`src/rtl/timer_dev.sv`:
```
// Countdown timer on the processor bridge bus: CTRL/PRESET/COUNT registers,
// single-cycle reads and writes, IRQ on expiry (one-shot or auto-reload).
//
// Ports:
//   Clk, Reset   clock, asynchronous active-high reset
//   Sel, We      device select and write strobe from the bridge
//   Addr         word offset: 0 CTRL, 1 PRESET, 2 COUNT, 3 reserved
//   WD, RD       write data in, combinational read data out (0 when Sel=0)
//   IRQ          interrupt request = irq_flag & CTRL.IM
module timer_dev #(
    parameter int unsigned CNT_W    = 32,
    parameter logic [3:0]  CTRL_RST = 4'b0
) (
    input  logic        Clk,
    input  logic        Reset,
    input  logic        Sel,
    input  logic [1:0]  Addr,
    input  logic        We,
    input  logic [31:0] WD,
    output logic [31:0] RD,
    output logic        IRQ
);

    typedef enum logic [1:0] {
        IDLE = 2'd0,
        LOAD = 2'd1,
        CNT  = 2'd2,
        INT  = 2'd3
    } state_t;

    state_t           state, state_nx;
    logic [3:0]       ctrl, ctrl_nx;
    logic [CNT_W-1:0] preset, preset_nx;
    logic [CNT_W-1:0] count, count_nx;
    logic             irq_flag, irq_flag_nx;

    logic wr_ctrl;
    logic wr_preset;
    logic auto_rl;
    logic expire;
    logic en_clr;

    assign wr_ctrl   = Sel & We & (Addr == 2'd0);
    assign wr_preset = Sel & We & (Addr == 2'd1);
    // Modes 2 and 3 fall back to one-shot.
    assign auto_rl   = (ctrl[2:1] == 2'b01);

    always_ff @(posedge Clk or posedge Reset) begin
        if (Reset) begin
            state    <= IDLE;
            ctrl     <= CTRL_RST;
            preset   <= '0;
            count    <= '0;
            irq_flag <= 1'b0;
        end else begin
            state    <= state_nx;
            ctrl     <= ctrl_nx;
            preset   <= preset_nx;
            count    <= count_nx;
            irq_flag <= irq_flag_nx;
        end
    end

    always_comb begin
        state_nx = state;
        count_nx = count;
        expire   = 1'b0;
        en_clr   = 1'b0;

        unique case (state)
            IDLE: begin
                if (ctrl[0])
                    state_nx = LOAD;
            end
            LOAD: begin
                count_nx = preset;
                state_nx = CNT;
            end
            CNT: begin
                if (!ctrl[0]) begin
                    state_nx = IDLE;
                end else if (count > CNT_W'(1)) begin
                    count_nx = count - CNT_W'(1);
                end else begin
                    // PRESET=0 lands here too, so it expires like PRESET=1.
                    count_nx = '0;
                    state_nx = INT;
                end
            end
            INT: begin
                expire = 1'b1;
                if (auto_rl) begin
                    state_nx = LOAD;
                end else begin
                    en_clr   = 1'b1;
                    state_nx = IDLE;
                end
            end
        endcase

        // A CPU write clearing En stops the timer at once, freezing COUNT.
        if (wr_ctrl && !WD[0]) begin
            state_nx = IDLE;
            count_nx = count;
        end
    end

    always_comb begin
        ctrl_nx = ctrl;
        if (wr_ctrl)
            ctrl_nx = WD[3:0];
        else if (en_clr)
            ctrl_nx = ctrl & 4'b1110;
    end

    always_comb begin
        preset_nx = preset;
        if (wr_preset)
            preset_nx = WD[CNT_W-1:0];
    end

    // Register writes take priority over a same-cycle expiry.
    always_comb begin
        irq_flag_nx = irq_flag;
        if (wr_ctrl || wr_preset)
            irq_flag_nx = 1'b0;
        else if (expire)
            irq_flag_nx = 1'b1;
        else if (auto_rl)
            irq_flag_nx = 1'b0;
    end

    always_comb begin
        RD = '0;
        if (Sel) begin
            case (Addr)
                2'd0:    RD = 32'(ctrl);
                2'd1:    RD = 32'(preset);
                2'd2:    RD = 32'(count);
                default: RD = '0;
            endcase
        end
    end

    assign IRQ = irq_flag & ctrl[3];

endmodule

```
`config.mk`:
```
export PLATFORM = sky130hd
export DESIGN_NAME = timer_dev
export DESIGN_NICKNAME = d
export VERILOG_FILES = /design/src/rtl/timer_dev.sv
export SDC_FILE = /design/constraint.sdc
export NUM_CORES = 1
export LEC_CHECK = 0
export CAP_MARGIN = 10
export CORE_MARGIN = 1
export CORE_UTILIZATION = 58
export DETAILED_ROUTE_END_ITERATION = 6
export PLACE_DENSITY_LB_ADDON = 0.3
export SLEW_MARGIN = 20
export SYNTH_ARGS = -nofsm -noshare
export SYNTH_HDL_FRONTEND = slang
export SYNTH_SLANG_ARGS = --single-unit
```
`constraint.sdc`:
```
create_clock -name Clk -period 6.1 [get_ports Clk]
set_input_delay 1.22 -clock Clk [delete_from_list [all_inputs] [get_ports Clk]]
set_output_delay 1.22 -clock Clk [all_outputs]
set_load 0.03 [all_outputs]
```
# Word-level counts from Yosys, hierarchy flattened
# Index checks and enable logic that the tools add are counted.
# totals
register_bits	71
out_inout_bits	33
elab_cells	51
inputBits	38
# op_classes
bitwise_logic	5
reduce_logical	10
mux	19
order_cmp	1
n_eq_ne	9
add_sub_neg	1
# op_table
cell	n
$mux 32	3
$pmux 32 s3	1
$pmux 32 s2	1
$gt 32x1->1 const B	1
$sub 32x1->32 const B	1
$mux 1	8
$mux 2	4
$pmux 2 s4	1
$eq 2x1->1 const B	3
$eq 2x2->1 const B	3
$and 1x1->1	4
$logic_not 2->1	2
$mux 4	1
$ne 4x4->1 const B	1
$reduce_bool 2->1	2
$ne 3x3->1 const B	1
$reduce_and 3->1	1
$reduce_bool 3->1	1
$ne 2x2->1 const B	1
$reduce_and 2->1	1
$logic_and 1x1->1	1
$logic_not 1->1	1
$logic_or 1x1->1	1
$not 1->1	1

# Depth between registers and ports, before layout
# depth
depth_word	5
mapped_depth	9

# Worst setup path after synthesis
# OpenSTA, ideal clock, no wires.
# synth_path
path_type	in2out
startpoint	input Addr[0]
endpoint	output RD[21]
cell_stages	6
required_time_ns	4.880
slack_ns	2.160
arrival_ns	2.720
cell_sequence	buf_2 nor2b_1 clkbuf_1 buf_1 a22oi_1 nor2b_1
# synth_via
elab_chain_cells	3
# synth_rtl
item	line	text
from (decl)	17	input logic [1:0] Addr,
$eq 2x2->1 (tied with other cells)	136	case (Addr)
$pmux 32 s3 (*)	136	
$mux 32 (*)	135	if (Sel) begin
to (decl)	20	output logic [31:0] RD,
# Every way passes the cells marked *; elsewhere a longest branch is shown, timed or not.

# Final worst setup path
# layout_path
startpoint	input Addr[0]
endpoint	output RD[7]
# The elaborated chain is that of the path after synthesis.

==> impl_metrics.toml <==
[run_status]
outcome = "finished, final reports clean"

[yosys]
ys_seq_area_share_pct = 39.6
yosys.area.top_type = "dfrtp_1"
yosys_warnings = 0
ys_types = 58
async_flop_share_pct = 100
synth_seq_cells = 71
synthTopCellsByArea = "dfrtp_1 (40%), mux2_2 (8.5%), a22oi_1 (6.7%), nor2b_1 (5.4%), clkbuf_1 (2.6%)"
postSynthAreaPerCell_um2 = 9.34
syn_area_um2 = 4480
synth_edf_count = 0
synthFlopType = "dfrtp_1"
synth_top_area_share_pct = 39.6
synth_fp_nets = 524
synthCells = 480

[worst_hold_path]
holdCritStartpoint = "preset[17]"
holdPathStages = 2
hp-class = "flip-flop to flip-flop"
worstHoldEndpoint = "count[17]"

[timing]
finalSetupTns_ns = 0
hold_viol = 0
tightest_slew_ns = 0.971
rsz0062_at_grt = "false"
setup_violations = 0
fin_ws_ns = 1.09
fin_crit_sh_pct = 82.2
relSlewSlack_pct = 35.1
max_freq_ghz = 0.200
min_period_ns = 5.01
fin_worst_skew_ns = 0.00576
slew_violations = 0

[detailed_routing]
first_iter_violations = 372
drt_wl_total_um = 11400
ant_nets = 0
dr.pass1.iters = 5
via_per_inst = 6.61
drc_errors = 0
vias = 4166
wl_per_cell_um = 18.2

[setup_path]
arrival_ns = 3.79
worstRegToRegCells = 5
cp-end-kind = "primary output"
path_cells = "clkdlybuf4s50_1, nor2b_2, buf_4, a22oi_1, nor2b_1, clkdlybuf4s50_1"
crit_top_cell = "clkdlybuf4s50_1"
rr_endpoint = "count[2]"
cp_slowest_cell = "clkdlybuf4s50_1"
worst-path-stages = 6
crit_buf_inv = 3
cp-start-kind = "input port"
reg2reg_from = "count[12]"
crit_fanout = 15
cpPeakStageDelay_ns = 0.68
r2r_slack_ns = 2.33
crit_type = "input port to primary output"
critPathRequiredTime_ns = 4.88
crit_family = "buffers and inverters"

[finish]
drive_above_1_share_pct = 13.0
layout_commonest_cell = "dfrtp_1"
fin_util_pct = 73.1
antenna_cells = 0
final_cell_mix = "dfrtp_1 (71), clkdlybuf4s50_1 (69), a22oi_1 (40), nor2b_1 (38), mux2_2 (34)"
syn2layout_area_growth_pct = 20.2
final_design_area_no_fill_um2 = 5390
stdcell_count = 630
nets = 570

[flow_run]
max_cap_viol_count = 0

[power_and_ir_drop]
sw_frac_of_total_pct = 44.7
p_comb_share_pct = 46.3
power.density_nw_per_um2 = 432
irDropWorstVdd_uv = 257
power.switching_mw = 1.04
seq_power_share_pct = 37.6
p_clk_share_pct = 16.2
p_int_mw = 1.29
p_leak_nw = 2.07

[grt]
gr-total-overflow = 0
grt_first_pass_wirelength_um = 19500
grt_pass1_vias = 4034
grt_antenna_before_repair = 0
grt_usage_pct = 29.4
grt_max_degree = 72

[floorplan]
io_pins = 71
rows = 31
die_area_um2 = 8080
core_um2 = 7370
initial_core_util_pct = 60.8
die_h_um = 89.9
dieWidth_um = 89.9

[placement]
placed_cells = 614
place_area_um2 = 5200
io_buffer_count = 70
place_congestion = 0.893
dp_hpwl_um = 7490
place_ws_ns = 1.10

[clocking]
cts_resized = 0
clk_path_buf_depth = 2
cts_tree = "done"
cts_inserted_buffers = 9
cts.clk_slew.worst_paths_ns = 0.07
clk_latency_ns = 0.35
ctsRootBufferMaster = "clkbuf_8"
cts-hold-fix-buffers = 0
htree_levels = 3
cts_setup_buffers = 0
cts.sinks = 71
Yosys cell counts, drive strengths merged, types with 2 or more instances:
library cell,count
clkbuf,31
nor2,20
o311ai,3
a32oi,2
o211ai,8
nand2,29
nand4,11
buf,12
nor2b,39
o31a,2
a22oi,40
ha,6
o2111ai,4
mux2,34
a21oi,15
nor3b,3
dfrtp,71
inv,18
a2111oi,2
o21ai,13
or3,7
and4,2
o41a,2
o31ai,3
nand2b,2
a31oi,14
o22ai,5
a21o,2
nor4,9
or4,5
a41oi,3
nand3,14
nor3,12
mux2i,4
and3,5
o221ai,9
nand3b,2
how the worst max path moves through the flow:
| stage | from | to | slack [ns] |
|---|---|---|---|
| 6_report | Addr[0] | RD[7] | 1.09 |
| 5_1_grt | Addr[0] | RD[14] | 0.93 |
| 4_1_cts | Addr[0] | RD[6] | 1.10 |
| 3_5_place_dp | Addr[0] | RD[6] | 1.10 |
| 3_3_place_gp | Addr[0] | RD[8] | 1.16 |
| 2_1_floorplan | Addr[0] | RD[21] | 2.16 |
sequential cells by signal, summed over array words and instances, names as in the netlist:
name / count
ctrl: 4
state: 2
preset: 32
irq_flag: 1
count: 32
final cells by class:
cell class	count	area, µm²
clock buffer	12	145
clock inverter	4	45.0
fill	551	1980
inverter	19	71.3
multi-input combinational	347	2470
sequential	71	1780
tap	99	124
timing repair buffer	78	756
stage by stage:
stage	hold slack [ns]	total power, mW
6_report	0.520	2.33
4_1_cts	0.519	2.31
2_1_floorplan	0.466	1.65
3_3_place_gp	0.501	1.88
3_5_place_dp	0.508	1.93
5_1_grt	0.554	2.48
power groups by stage:
stage / logic (mW) / registers, mW / clock network [mW]
after floorplan: 0.872 / 0.774 / 0
after global placement: 1.01 / 0.865 / 0
after detailed placement: 1.05 / 0.873 / 0
after CTS: 1.06 / 0.865 / 0.379
after global routing: 1.18 / 0.900 / 0.399
final: 1.08 / 0.874 / 0.376
tightest hold or removal path: stages (launching register included):
cell     delay, ns
dfrtp_1       0.36
nand2_1       0.06
o21ai_0       0.07
cell families after synthesis:
group / after synthesis / synth area share, %
flops: 71 / 39.6
compound gates: 134 / 22.0
xor+xnor: 1 / 0.195
mux: 38 / 9.43
simple gates: 168 / 21.6
buf+inv: 62 / 5.44
fa+ha+maj: 6 / 1.67
metal layers:
metal  vias to the layer above  wire, µm  GRT usage [%]
li1                       1906         -              -
met1                      1988      4970           40.8
met2                       251      5300           46.0
met3                        21      1000           5.84
met4                         0       166           10.2
met5                         -         0              0
Note: power is estimated with default switching activity, not from simulation.
